==> src/rtl/hex_display_scan_if.sv <==
// Hex display scanner bus: host-side value/load/dp/enable inputs
// and registered LED drive outputs (segments, dp, anodes, frame).
interface hex_display_scan_if #(
  parameter int NDIGITS = 4
);
  logic [4*NDIGITS-1:0] value_i;
  logic                 load_i;
  logic [NDIGITS-1:0]   dp_i;
  logic                 en_i;
  logic [0:6]           seg_o;
  logic                 dp_o;
  logic [NDIGITS-1:0]   an_o;
  logic                 frame_o;

  modport master (
    output value_i, load_i, dp_i, en_i,
    input  seg_o, dp_o, an_o, frame_o
  );

  modport slave (
    input  value_i, load_i, dp_i, en_i,
    output seg_o, dp_o, an_o, frame_o
  );
endinterface

==> src/rtl/hex_display_scan.sv <==
// Multiplexed 7-seg hex scanner: clk, rst_n (async low), bus (slave).
// HEX_SCAN_BLANK_EN: blank leading-zero digits above digit 0.
module hex_display_scan #(
  parameter int NDIGITS = 4,
  parameter int DIV     = 50000
) (
  input  logic clk,
  input  logic rst_n,
  hex_display_scan_if.slave bus
);
  localparam int IW = (NDIGITS > 1) ? $clog2(NDIGITS) : 1;
  localparam int CW = $clog2(DIV);
  localparam logic [CW-1:0] CMAX = CW'(DIV - 1);
  localparam logic [IW-1:0] IMAX = IW'(NDIGITS - 1);

  logic [CW-1:0]        cnt_q, cnt_d;
  logic [IW-1:0]        idx_q, idx_d;
  logic [4*NDIGITS-1:0] val_q, val_d;
  logic [NDIGITS-1:0]   dps_q, dps_d;
  logic [0:6]           seg_q, seg_d;
  logic                 dp_q, dp_d;
  logic [NDIGITS-1:0]   an_q, an_d;
  logic                 frame_q, frame_d;

  logic       tick;
  logic [3:0] nib;
  logic       dpb;
  logic       zblank;

  function automatic logic [0:6] decode(input logic [3:0] n);
    logic [0:6] s;
    case (n)
      4'h0: s = 7'b0000001;
      4'h1: s = 7'b1001111;
      4'h2: s = 7'b0010010;
      4'h3: s = 7'b0000110;
      4'h4: s = 7'b1001100;
      4'h5: s = 7'b0100100;
      4'h6: s = 7'b0100000;
      4'h7: s = 7'b0001111;
      4'h8: s = 7'b0000000;
      4'h9: s = 7'b0001100;
      4'hA: s = 7'b0001000;
      4'hB: s = 7'b1100000;
      4'hC: s = 7'b0110001;
      4'hD: s = 7'b1000010;
      4'hE: s = 7'b0110000;
      default: s = 7'b0111000;
    endcase
    return s;
  endfunction

`ifdef HEX_SCAN_BLANK_EN
  // lz[k]: nibble k and everything above it are zero
  logic [NDIGITS:0] lz;
  always_comb begin
    lz = '0;
    lz[NDIGITS] = 1'b1;
    for (int k = NDIGITS - 1; k >= 0; k--)
      lz[k] = lz[k+1] && (val_q[4*k +: 4] == 4'h0);
  end
`endif

  always_comb begin
    tick  = (cnt_q == CMAX);
    cnt_d = tick ? '0 : cnt_q + CW'(1);

    idx_d = idx_q;
    if (tick)
      idx_d = (idx_q == IMAX) ? '0 : idx_q + IW'(1);
    frame_d = tick && (idx_d == '0);

    val_d = bus.load_i ? bus.value_i : val_q;
    dps_d = bus.load_i ? bus.dp_i : dps_q;

    // Decode from the pre-load shadow so a coincident load
    // only shows up from the following slot.
    nib    = 4'h0;
    dpb    = 1'b0;
    zblank = 1'b0;
    for (int k = 0; k < NDIGITS; k++) begin
      if (idx_d == IW'(k)) begin
        nib = val_q[4*k +: 4];
        dpb = dps_q[k];
`ifdef HEX_SCAN_BLANK_EN
        zblank = (k != 0) && lz[k];
`endif
      end
    end

    an_d  = an_q;
    seg_d = seg_q;
    dp_d  = dp_q;
    if (!bus.en_i) begin
      an_d  = '1;
      seg_d = '1;
      dp_d  = 1'b1;
    end else if (tick) begin
      an_d = '1;
      for (int k = 0; k < NDIGITS; k++)
        if (idx_d == IW'(k)) an_d[k] = 1'b0;
      seg_d = zblank ? 7'b1111111 : decode(nib);
      dp_d  = ~dpb;
    end
  end

  always_ff @(posedge clk or negedge rst_n) begin
    if (!rst_n) begin
      cnt_q   <= '0;
      idx_q   <= IMAX;
      val_q   <= '0;
      dps_q   <= '0;
      seg_q   <= '1;
      dp_q    <= 1'b1;
      an_q    <= '1;
      frame_q <= 1'b0;
    end else begin
      cnt_q   <= cnt_d;
      idx_q   <= idx_d;
      val_q   <= val_d;
      dps_q   <= dps_d;
      seg_q   <= seg_d;
      dp_q    <= dp_d;
      an_q    <= an_d;
      frame_q <= frame_d;
    end
  end

  assign bus.seg_o   = seg_q;
  assign bus.dp_o    = dp_q;
  assign bus.an_o    = an_q;
  assign bus.frame_o = frame_q;
endmodule

==> src/flat_wrapper.sv <==
// flat-port wrapper written by rule: the top's interface ports become plain ports
module hex_display_scan_flat 
#(
  parameter int NDIGITS = 4,
  parameter int DIV     = 50000
)
  (clk, rst_n, bus_value_i, bus_load_i, bus_dp_i, bus_en_i, bus_seg_o, bus_dp_o, bus_an_o, bus_frame_o);
  hex_display_scan_if #(.NDIGITS(NDIGITS)) bus_i ();
  input  logic clk;
  input  logic rst_n;
  input wire logic [$bits(bus_i.value_i)-1:0] bus_value_i;
  input wire logic [$bits(bus_i.load_i)-1:0] bus_load_i;
  input wire logic [$bits(bus_i.dp_i)-1:0] bus_dp_i;
  input wire logic [$bits(bus_i.en_i)-1:0] bus_en_i;
  output wire logic [$bits(bus_i.seg_o)-1:0] bus_seg_o;
  output wire logic [$bits(bus_i.dp_o)-1:0] bus_dp_o;
  output wire logic [$bits(bus_i.an_o)-1:0] bus_an_o;
  output wire logic [$bits(bus_i.frame_o)-1:0] bus_frame_o;
  assign bus_i.value_i = bus_value_i;
  assign bus_i.load_i = bus_load_i;
  assign bus_i.dp_i = bus_dp_i;
  assign bus_i.en_i = bus_en_i;
  assign bus_seg_o = bus_i.seg_o;
  assign bus_dp_o = bus_i.dp_o;
  assign bus_an_o = bus_i.an_o;
  assign bus_frame_o = bus_i.frame_o;
  hex_display_scan #(.NDIGITS(NDIGITS), .DIV(DIV)) u_core (.clk(clk), .rst_n(rst_n), .bus(bus_i));
endmodule
==> config.mk <==
export PLATFORM = sky130hd
export DESIGN_NAME = hex_display_scan_flat
export DESIGN_NICKNAME = d
export VERILOG_FILES = /design/src/rtl/hex_display_scan_if.sv /design/src/rtl/hex_display_scan.sv /design/src/flat_wrapper.sv
export SDC_FILE = /design/constraint.sdc
export NUM_CORES = 1
export LEC_CHECK = 0
export ABC_CLOCK_PERIOD_IN_PS = 3870
export CORE_MARGIN = 8
export CORE_UTILIZATION = 45
export DETAILED_ROUTE_END_ITERATION = 10
export GPL_ROUTABILITY_DRIVEN = 1
export GPL_TIMING_DRIVEN = 0
export PLACE_DENSITY_LB_ADDON = 0.1
export SLEW_MARGIN = 20
export SYNTH_ARGS = -nofsm -noshare
export SYNTH_HDL_FRONTEND = slang
export SYNTH_SLANG_ARGS = --single-unit
==> constraint.sdc <==
create_clock -name clk -period 3.87 [get_ports clk]
set_input_delay 0.5805 -clock clk [delete_from_list [all_inputs] [get_ports clk]]
set_output_delay 0.5805 -clock clk [all_outputs]
set_load 0.01 [all_outputs]
Yosys cells after proc, flatten, opt, wreduce, memory -nomap -nowiden
Memory sizes are Yosys's and may differ from the RTL's.
Cells that the tools add are included.
Operators by class
  multiply operators: 0
  add/sub/neg operators: 2
  equal/unequal tests: 6
  mux-type cells: 21
  shift operators: 0
  divide/modulo/power cells: 0
  $lt $le $gt $ge: 0
  reductions and logical operators: 2
  bitwise operators: 1
Operators with widths (number)
  $mux W4: 6
  $add A16 B1 Y16 const B: 1
  $eq A16 B16 Y1 const B: 1
  $mux W16: 1
  $mux W7: 2
  $mux W1: 10
  $eq A2 B2 Y1 const B: 3
  $mux W2: 2
  $add A2 B1 Y2 const B: 1
  $eq A2 B1 Y1 const B: 1
  $logic_not A2 Y1: 1
  $ne A2 B1 Y1 const B: 1
  $logic_and A1 B1 Y1: 1
  $not A1 Y1: 1
Word-level totals
  word-level logic and storage cells: 41
  register bits: 51
  memory bits (read-only): 112
  latch bits: 0
  memory bits (writable): 0
  output and inout port bits: 13
  memories: 1
Memory list
  (no name shown): depth 16, width 7, rd ports 1, clocked after memory_dff 0, write ports 0, line hex_display_scan.sv:32  | case (n)

Logic depth before layout (Yosys ltp)
Gate-level depths: netlist of the first run.
  word-level depth: 11
  mapped depth: 16
  gate-level depth less buffers: 15

Worst setup path before layout of the first run
Ideal clock, no wire load.
  path type: register to register
  start point: register u_core.cnt_q[0]
  end point: register u_core.seg_q, in the netlist u_core.bus.seg_o[0]
  clock period less this slack: 2.965 ns
  arrival: 2.880 ns
  path buffers: 2
  data required time: 3.785 ns
  stages on the path, launching flop included: 17
  slack: 0.905 ns
  cells stage by stage: dfrtp_1 -> ha_1 -> and3_1 -> clkbuf_1 -> and4_1 -> buf_4 -> mux2i_4 -> mux2i_1 -> mux2_2 -> inv_1 -> ha_1 -> nand2_1 -> nor2_1 -> a221oi_1 -> nor2_1 -> a31oi_1 -> a21oi_1
Between the ends
  word-level cells in the longest chain between the ends: 10
RTL lines
  start, declared: line hex_display_scan.sv:16  | logic [CW-1:0] cnt_q, cnt_d;
  start signal, assigned: line hex_display_scan.sv:118  | cnt_q <= cnt_d;
  $eq A16 B16 Y1 *: line hex_display_scan.sv:65  | tick = (cnt_q == CMAX);
  $mux W2: line hex_display_scan.sv:69  | if (tick)
  $logic_not A2 Y1: line hex_display_scan.sv:82  | if (idx_d == IW'(k)) begin
  $mux W4 (4 in series): line hex_display_scan.sv:82
  $mem_v2 Z16 W7
  $mux W7: line hex_display_scan.sv:98  | end else if (tick) begin
  $mux W7: line hex_display_scan.sv:94  | if (!bus.en_i) begin
  end signal, assigned: line hex_display_scan.sv:122  | seg_q <= seg_d;
  end, declared: line hex_display_scan.sv:20  | logic [0:6] seg_q, seg_d;
Every way passes the cells marked *; elsewhere a longest branch is shown, timed or not. The select of a mux whose other input is x is not followed.
A chain may end at the register's enable or synchronous reset.

Worst setup path in the final report of the first run
Ends and elaborated chain as after synthesis.

==> impl_metrics.ini, run 1 <==
[critical_path]
critPathBufInv = 3
critPathLaunchType = flop
worstReg2RegStart = u_core.cnt_q[0]$_DFF_PN0_
worstSetupStartpoint = u_core.cnt_q[0]$_DFF_PN0_
rrSetupSlack_ns = 0.49
crit_cells = 16
path_max_fanout = 10
r2r_cells = 16
end_kind = flop
r2r-end = u_core.bus.seg_o[0]$_DFFE_PN1P_
criticalPathCategory = flop to flop
cpPeakStageDelay_ns = 0.37
slowest_stage = dfrtp_1
critical_path_arrival_ns = 3.62
crit_path_cell_trace = ha_1 -> and3_1 -> clkbuf_1 -> and4_1 -> buf_4 -> mux2i_4 -> mux2i_1 -> mux2_2 -> inv_1 -> ha_1 -> nand2_1 -> nor2_1 -> a221oi_1 -> nor2_1 -> a31oi_1 -> a21oi_1
critPathTopFamily = multiplexers
required_ns = 4.10
cp-endpoint = u_core.bus.seg_o[0]$_DFFE_PN1P_

[timing]
setup_viol = 0
post-route-min-period_ns = 3.38
max_slew.worst_pin.slew_ns = 0.630
hold_viol = 0
skew_ns = 0.00737
fin_ws_ns = 0.485
holdWs_ns = 0.290
rsz0062_at_grt = false
slew_violations = 0
max-slew-margin-rel_pct = 58.0
final.setup.tns_ns = 0
finalCritPeriodShare_pct = 87.5
max_freq_mhz = 295

[power_and_ir_drop]
power_mw = 1.04
p_leak_nw = 1.38
p_per_area_mw_per_mm2 = 317
ir_drop_uv = 241

[global_route]
grt.busiest_layer = met2
grt_pass1_wl_um = 9310
grt_max_degree = 52
grt_usage_pct = 13.1
grt_pass1_vias = 2005
grt.overflow.total = 0
grt_use_met3_pct = 3.04
grtUsageMet2_pct = 21.7
use_met1_pct = 16.1
antenna_found_initial = 0

[clock_network]
clk_latency_ns = 0.30
numCtsBuffers = 5
path_clk_slew_ns = 0.09
cts_tree = built
post_cts_resized = 0
cts_max_level = 2
cts_setup_buffers = 0
postCtsHoldBufs = 0
clockBufferDepth = 2
cts_root_buf = clkbuf_8
cts.sinks = 51

[routing]
route.detailed.drc = 0
wl_um = 5380
viasPerCell = 5.31
dr.pass1.iters = 4
wl_per_cell_um = 14.9
detail-route-antenna-nets = 0
vias = 1916
drtIter0Drc = 70

[status]
status = finished, final reports clean

[yosys]
yosysUniqueCellTypes = 44
synthesis.nets = 275
synth-main-ff-cell = dfrtp_1
ys_seq_area_share_pct = 47.1
synth-edff-count = 0
syn_area_sq_mm = 0.00275
yosys_warnings = 0
async_flop_share_pct = 100
syn_area_per_cell_sq_um = 11.3
netlist_instances = 243
ys_seq_elements = 51

[final_layout]
area_growth_pct = 19.9
layout-drive-gt1-share_pct = 23.4
antenna_cells = 0
layout_common_cells = dfrtp_1 (37), clkdlybuf4s50_1 (34), nand2_1 (25)
stdcell_count = 361
nFillCells = 523
final_nets = 317
final_util_pct = 55.6
final_common_cell = dfrtp_1
postLayoutCellArea_sq_mm = 0.00329

[place]
dp_hpwl_um = 4000
preCtsSetupSlack_ns = 0.499
placedCellCount = 353
postPlaceCellArea_sq_mm = 0.00319
port_buffers = 35
place_congestion = 0.797

[die]
core_sq_mm = 0.00592
fp.dieW_um = 94.1
io_pins = 37
die_area_sq_mm = 0.00886
rows = 28
start_util_pct = 46.4
die_h_um = 94.1

[hold_path]
hp-class = primary input to asynchronous set/reset pin

[job]
drv_cap = 0
## area by class of cell
| class | instances | area [sq um] | area share, % |
|---|---|---|---|
| Inverter | 7 | 28.8 | 0.874 |
| Tap cell | 75 | 93.8 | 2.85 |
| Multi-Input combinational cell | 176 | 1370 | 41.6 |
| Sequential cell | 51 | 1290 | 39.3 |
| Timing Repair Buffer | 35 | 348 | 10.6 |
| Buffer | 9 | 53.8 | 1.63 |
| Clock buffer | 7 | 96.3 | 2.93 |
| Clock inverter | 1 | 7.51 | 0.228 |
## report_power, final
part	internal [mW]	leakage, nW	switching [mW]
clock network	0.163	0.0505	0.175
logic	0.0735	0.729	0.0601
registers	0.554	0.604	0.0183
total	0.791	1.38	0.253
## worst min-delay path by stage
stage	slack (ns)	cells after the start	to	startpoint
after floorplan	0.28	0	u_core.bus.frame_o$_DFF_PN0_	rst_n
after global placement	0.45	1	u_core.cnt_q[0]$_DFF_PN0_	u_core.cnt_q[0]$_DFF_PN0_
after detailed placement	0.45	1	u_core.cnt_q[0]$_DFF_PN0_	u_core.cnt_q[0]$_DFF_PN0_
after CTS	0.31	1	u_core.cnt_q[11]$_DFF_PN0_	rst_n
after global routing	0.34	1	u_core.cnt_q[11]$_DFF_PN0_	rst_n
final	0.29	1	u_core.cnt_q[11]$_DFF_PN0_	rst_n
## Yosys cell counts, types with 2 or more instances
master	instances	area [sq um]
a21oi_1	6	30.0
a31oi_1	2	12.5
and2_1	2	12.5
and3_1	2	12.5
buf_6	2	22.5
clkbuf_1	5	18.8
dfrtp_1	37	926
dfstp_2	14	368
ha_1	8	100
inv_1	4	15.0
mux2_2	24	270
mux2i_1	10	100
mux2i_4	5	113
nand2_1	25	93.8
nand3_1	10	50.1
nand4_1	10	62.6
nor2_1	23	86.3
nor3_1	6	30.0
nor3b_1	2	15.0
nor4b_4	2	47.6
o211ai_1	2	15.0
o21ai_0	7	35.0
xnor2_1	5	43.8
xor2_1	10	87.6
## registers in the layout, indices dropped and copies added, names as in the netlist
name                count
u_core.cnt_q           16
u_core.val_q           16
u_core.bus.seg_o        7
u_core.bus.an_o         4
u_core.dps_q            4
u_core.idx_q            2
u_core.bus.dp_o         1
u_core.bus.frame_o      1
## kinds of logic (layout without fill, tap and decap cells)
family	count (synthesis)	after routing	share of synthesized area, %
AOI/OAI and AO/OA	23	23	5.60
muxes	41	41	18.5
buffers and inverters	16	59	3.01
DFF	51	51	47.1
and+or+nand+nor	89	89	17.4
xor gates and xnor gates	15	15	4.78
adders and majority gates	8	8	3.64
## per-layer routing
layer	wire, um	share of wire (%)
met5	0	0
met4	105	2.0
met3	179	3.3
met1	2450	46
met2	2650	49
Note: power is estimated with default switching activity, not from simulation.
==> run 2, diff against run 1 <==
--- a/config.mk
+++ b/config.mk
@@ -8,10 +8,13 @@
 export ABC_CLOCK_PERIOD_IN_PS = 3870
 export CORE_MARGIN = 8
 export CORE_UTILIZATION = 45
+export CTS_CLUSTER_SIZE = 10
 export DETAILED_ROUTE_END_ITERATION = 10
+export DONT_BUFFER_PORTS = 1
 export GPL_ROUTABILITY_DRIVEN = 1
 export GPL_TIMING_DRIVEN = 0
 export PLACE_DENSITY_LB_ADDON = 0.1
+export SETUP_SLACK_MARGIN = 0.1
 export SLEW_MARGIN = 20
 export SYNTH_ARGS = -nofsm -noshare
 export SYNTH_HDL_FRONTEND = slang
==> impl_metrics.ini, run 2 (same netlist as run 1, synthesis figures left out) <==
[global_route]
grt.overflow.total = 0
grt_usage_pct = 13.4
antenna_found_initial = 0
grt_max_degree = 38
grt_pass1_wl_um = 9450
grt_pass1_vias = 1833

[clock_network]
cts_root_buf = clkbuf_8
numCtsBuffers = 5
post_cts_resized = 0
cts_max_level = 2
cts_tree = built
path_clk_slew_ns = 0.09
clk_latency_ns = 0.30
clockBufferDepth = 2
cts.sinks = 51

[timing]
post-route-min-period_ns = 3.36
setup_viol = 0
hold_viol = 0
rsz0062_at_grt = false
max_freq_mhz = 297
final.setup.tns_ns = 0
max-slew-margin-rel_pct = 61.0
finalCritPeriodShare_pct = 86.9
max_slew.worst_pin.slew_ns = 0.585
fin_ws_ns = 0.508
skew_ns = 0.00790
slew_violations = 0

[critical_path]
rrSetupSlack_ns = 0.51
end_kind = flop
critPathLaunchType = flop
path_max_fanout = 10
criticalPathCategory = flop to flop
required_ns = 4.10
critical_path_arrival_ns = 3.59

[power_and_ir_drop]
p_per_area_mw_per_mm2 = 333
ir_drop_uv = 171
p_leak_nw = 1.24

[final_layout]
postLayoutCellArea_sq_mm = 0.00294
layout-drive-gt1-share_pct = 25.4
nFillCells = 553
area_growth_pct = 7.06
final_nets = 283
stdcell_count = 327
antenna_cells = 0
final_common_cell = dfrtp_1
layout_common_cells = dfrtp_1 (37), nand2_1 (25), mux2_2 (24)
final_util_pct = 49.7

[place]
placedCellCount = 318
port_buffers = 0
postPlaceCellArea_sq_mm = 0.00284
place_congestion = 0.766
preCtsSetupSlack_ns = 0.535
dp_hpwl_um = 3980

[status]
status = finished, final reports clean

[routing]
route.detailed.drc = 0
vias = 1739
wl_per_cell_um = 16.7
detail-route-antenna-nets = 0
wl_um = 5460
dr.pass1.iters = 4
viasPerCell = 5.32
drtIter0Drc = 55

[die]
rows = 28
die_area_sq_mm = 0.00886
core_sq_mm = 0.00592
fp.dieW_um = 94.1
io_pins = 37
start_util_pct = 46.4
die_h_um = 94.1

[hold_path]
hp-class = primary input to asynchronous set/reset pin

[job]
drv_cap = 0
## run 2: worst paths after layout
path,startpoint,to,cells past startpoint
worst max-delay path,u_core.cnt_q[0]$_DFF_PN0_,u_core.bus.seg_o[0]$_DFFE_PN1P_,16
worst min-delay path,rst_n,u_core.bus.an_o[1]$_DFFE_PN1P_,0
worst max register to register,u_core.cnt_q[0]$_DFF_PN0_,u_core.bus.seg_o[0]$_DFFE_PN1P_,16
worst min register to register,u_core.cnt_q[0]$_DFF_PN0_,u_core.cnt_q[0]$_DFF_PN0_,1
max in group asynchronous,rst_n,u_core.val_q[12]$_DFFE_PN0P_,1
min in group clk,bus_value_i[3],u_core.val_q[3]$_DFFE_PN0P_,1
## run 2: critical path, cell delays in order (launching register included)
cell and delay [ns]:
dfrtp_1 0.37, ha_1 0.18, and3_1 0.15, clkbuf_1 0.25, and4_1 0.24, buf_4 0.20
mux2i_4 0.38, mux2i_1 0.22, mux2_2 0.26, inv_1 0.08, ha_1 0.28, nand2_1 0.10
nor2_1 0.04, a221oi_1 0.24, nor2_1 0.07, a31oi_1 0.14, a21oi_1 0.08
## run 2: repair_timing
| item | CTS | global route |
|---|---|---|
| hold buffers | 1 | 0 |
| setup buffers | 0 | 0 |
| hold endpoints to repair | 37 | 0 |
## run 2: metal layers
layer	wire [um]	track usage (%)	share of wire (%)	vias up
met5	0	0	0	-
met4	57	3.57	1.0	0
met3	233	4.16	4.3	6
met2	2640	22.0	48	27
met1	2530	16.5	46	838
li1	-	-	-	868
## run 2: where the power goes
part	leakage [nW]	switching, mW	total (mW)	internal, mW
combinational	0.595	0.0549	0.112	0.0567
sequential	0.604	0.0178	0.572	0.554
clock	0.0395	0.168	0.297	0.129
## run 2: cell type report
class	count	area [sq um]	share of cell area (%)
Multi-Input combinational cell	176	1370	46.6
Sequential cell	51	1290	44.0
Tap cell	75	93.8	3.19
Clock buffer	8	80.1	2.72
Buffer	9	53.8	1.83
Inverter	7	28.8	0.978
Timing Repair Buffer	1	20.0	0.681
## run 2: per-stage QoR
| step | power [mW] | hold WS (ns) |
|---|---|---|
| after floorplan | 0.665 | 0.285 |
| after global placement | 0.684 | 0.286 |
| after detailed placement | 0.685 | 0.286 |
| after CTS | 0.991 | 0.105 |
| after global routing | 1.03 | 0.0925 |
| final | 0.980 | 0.114 |
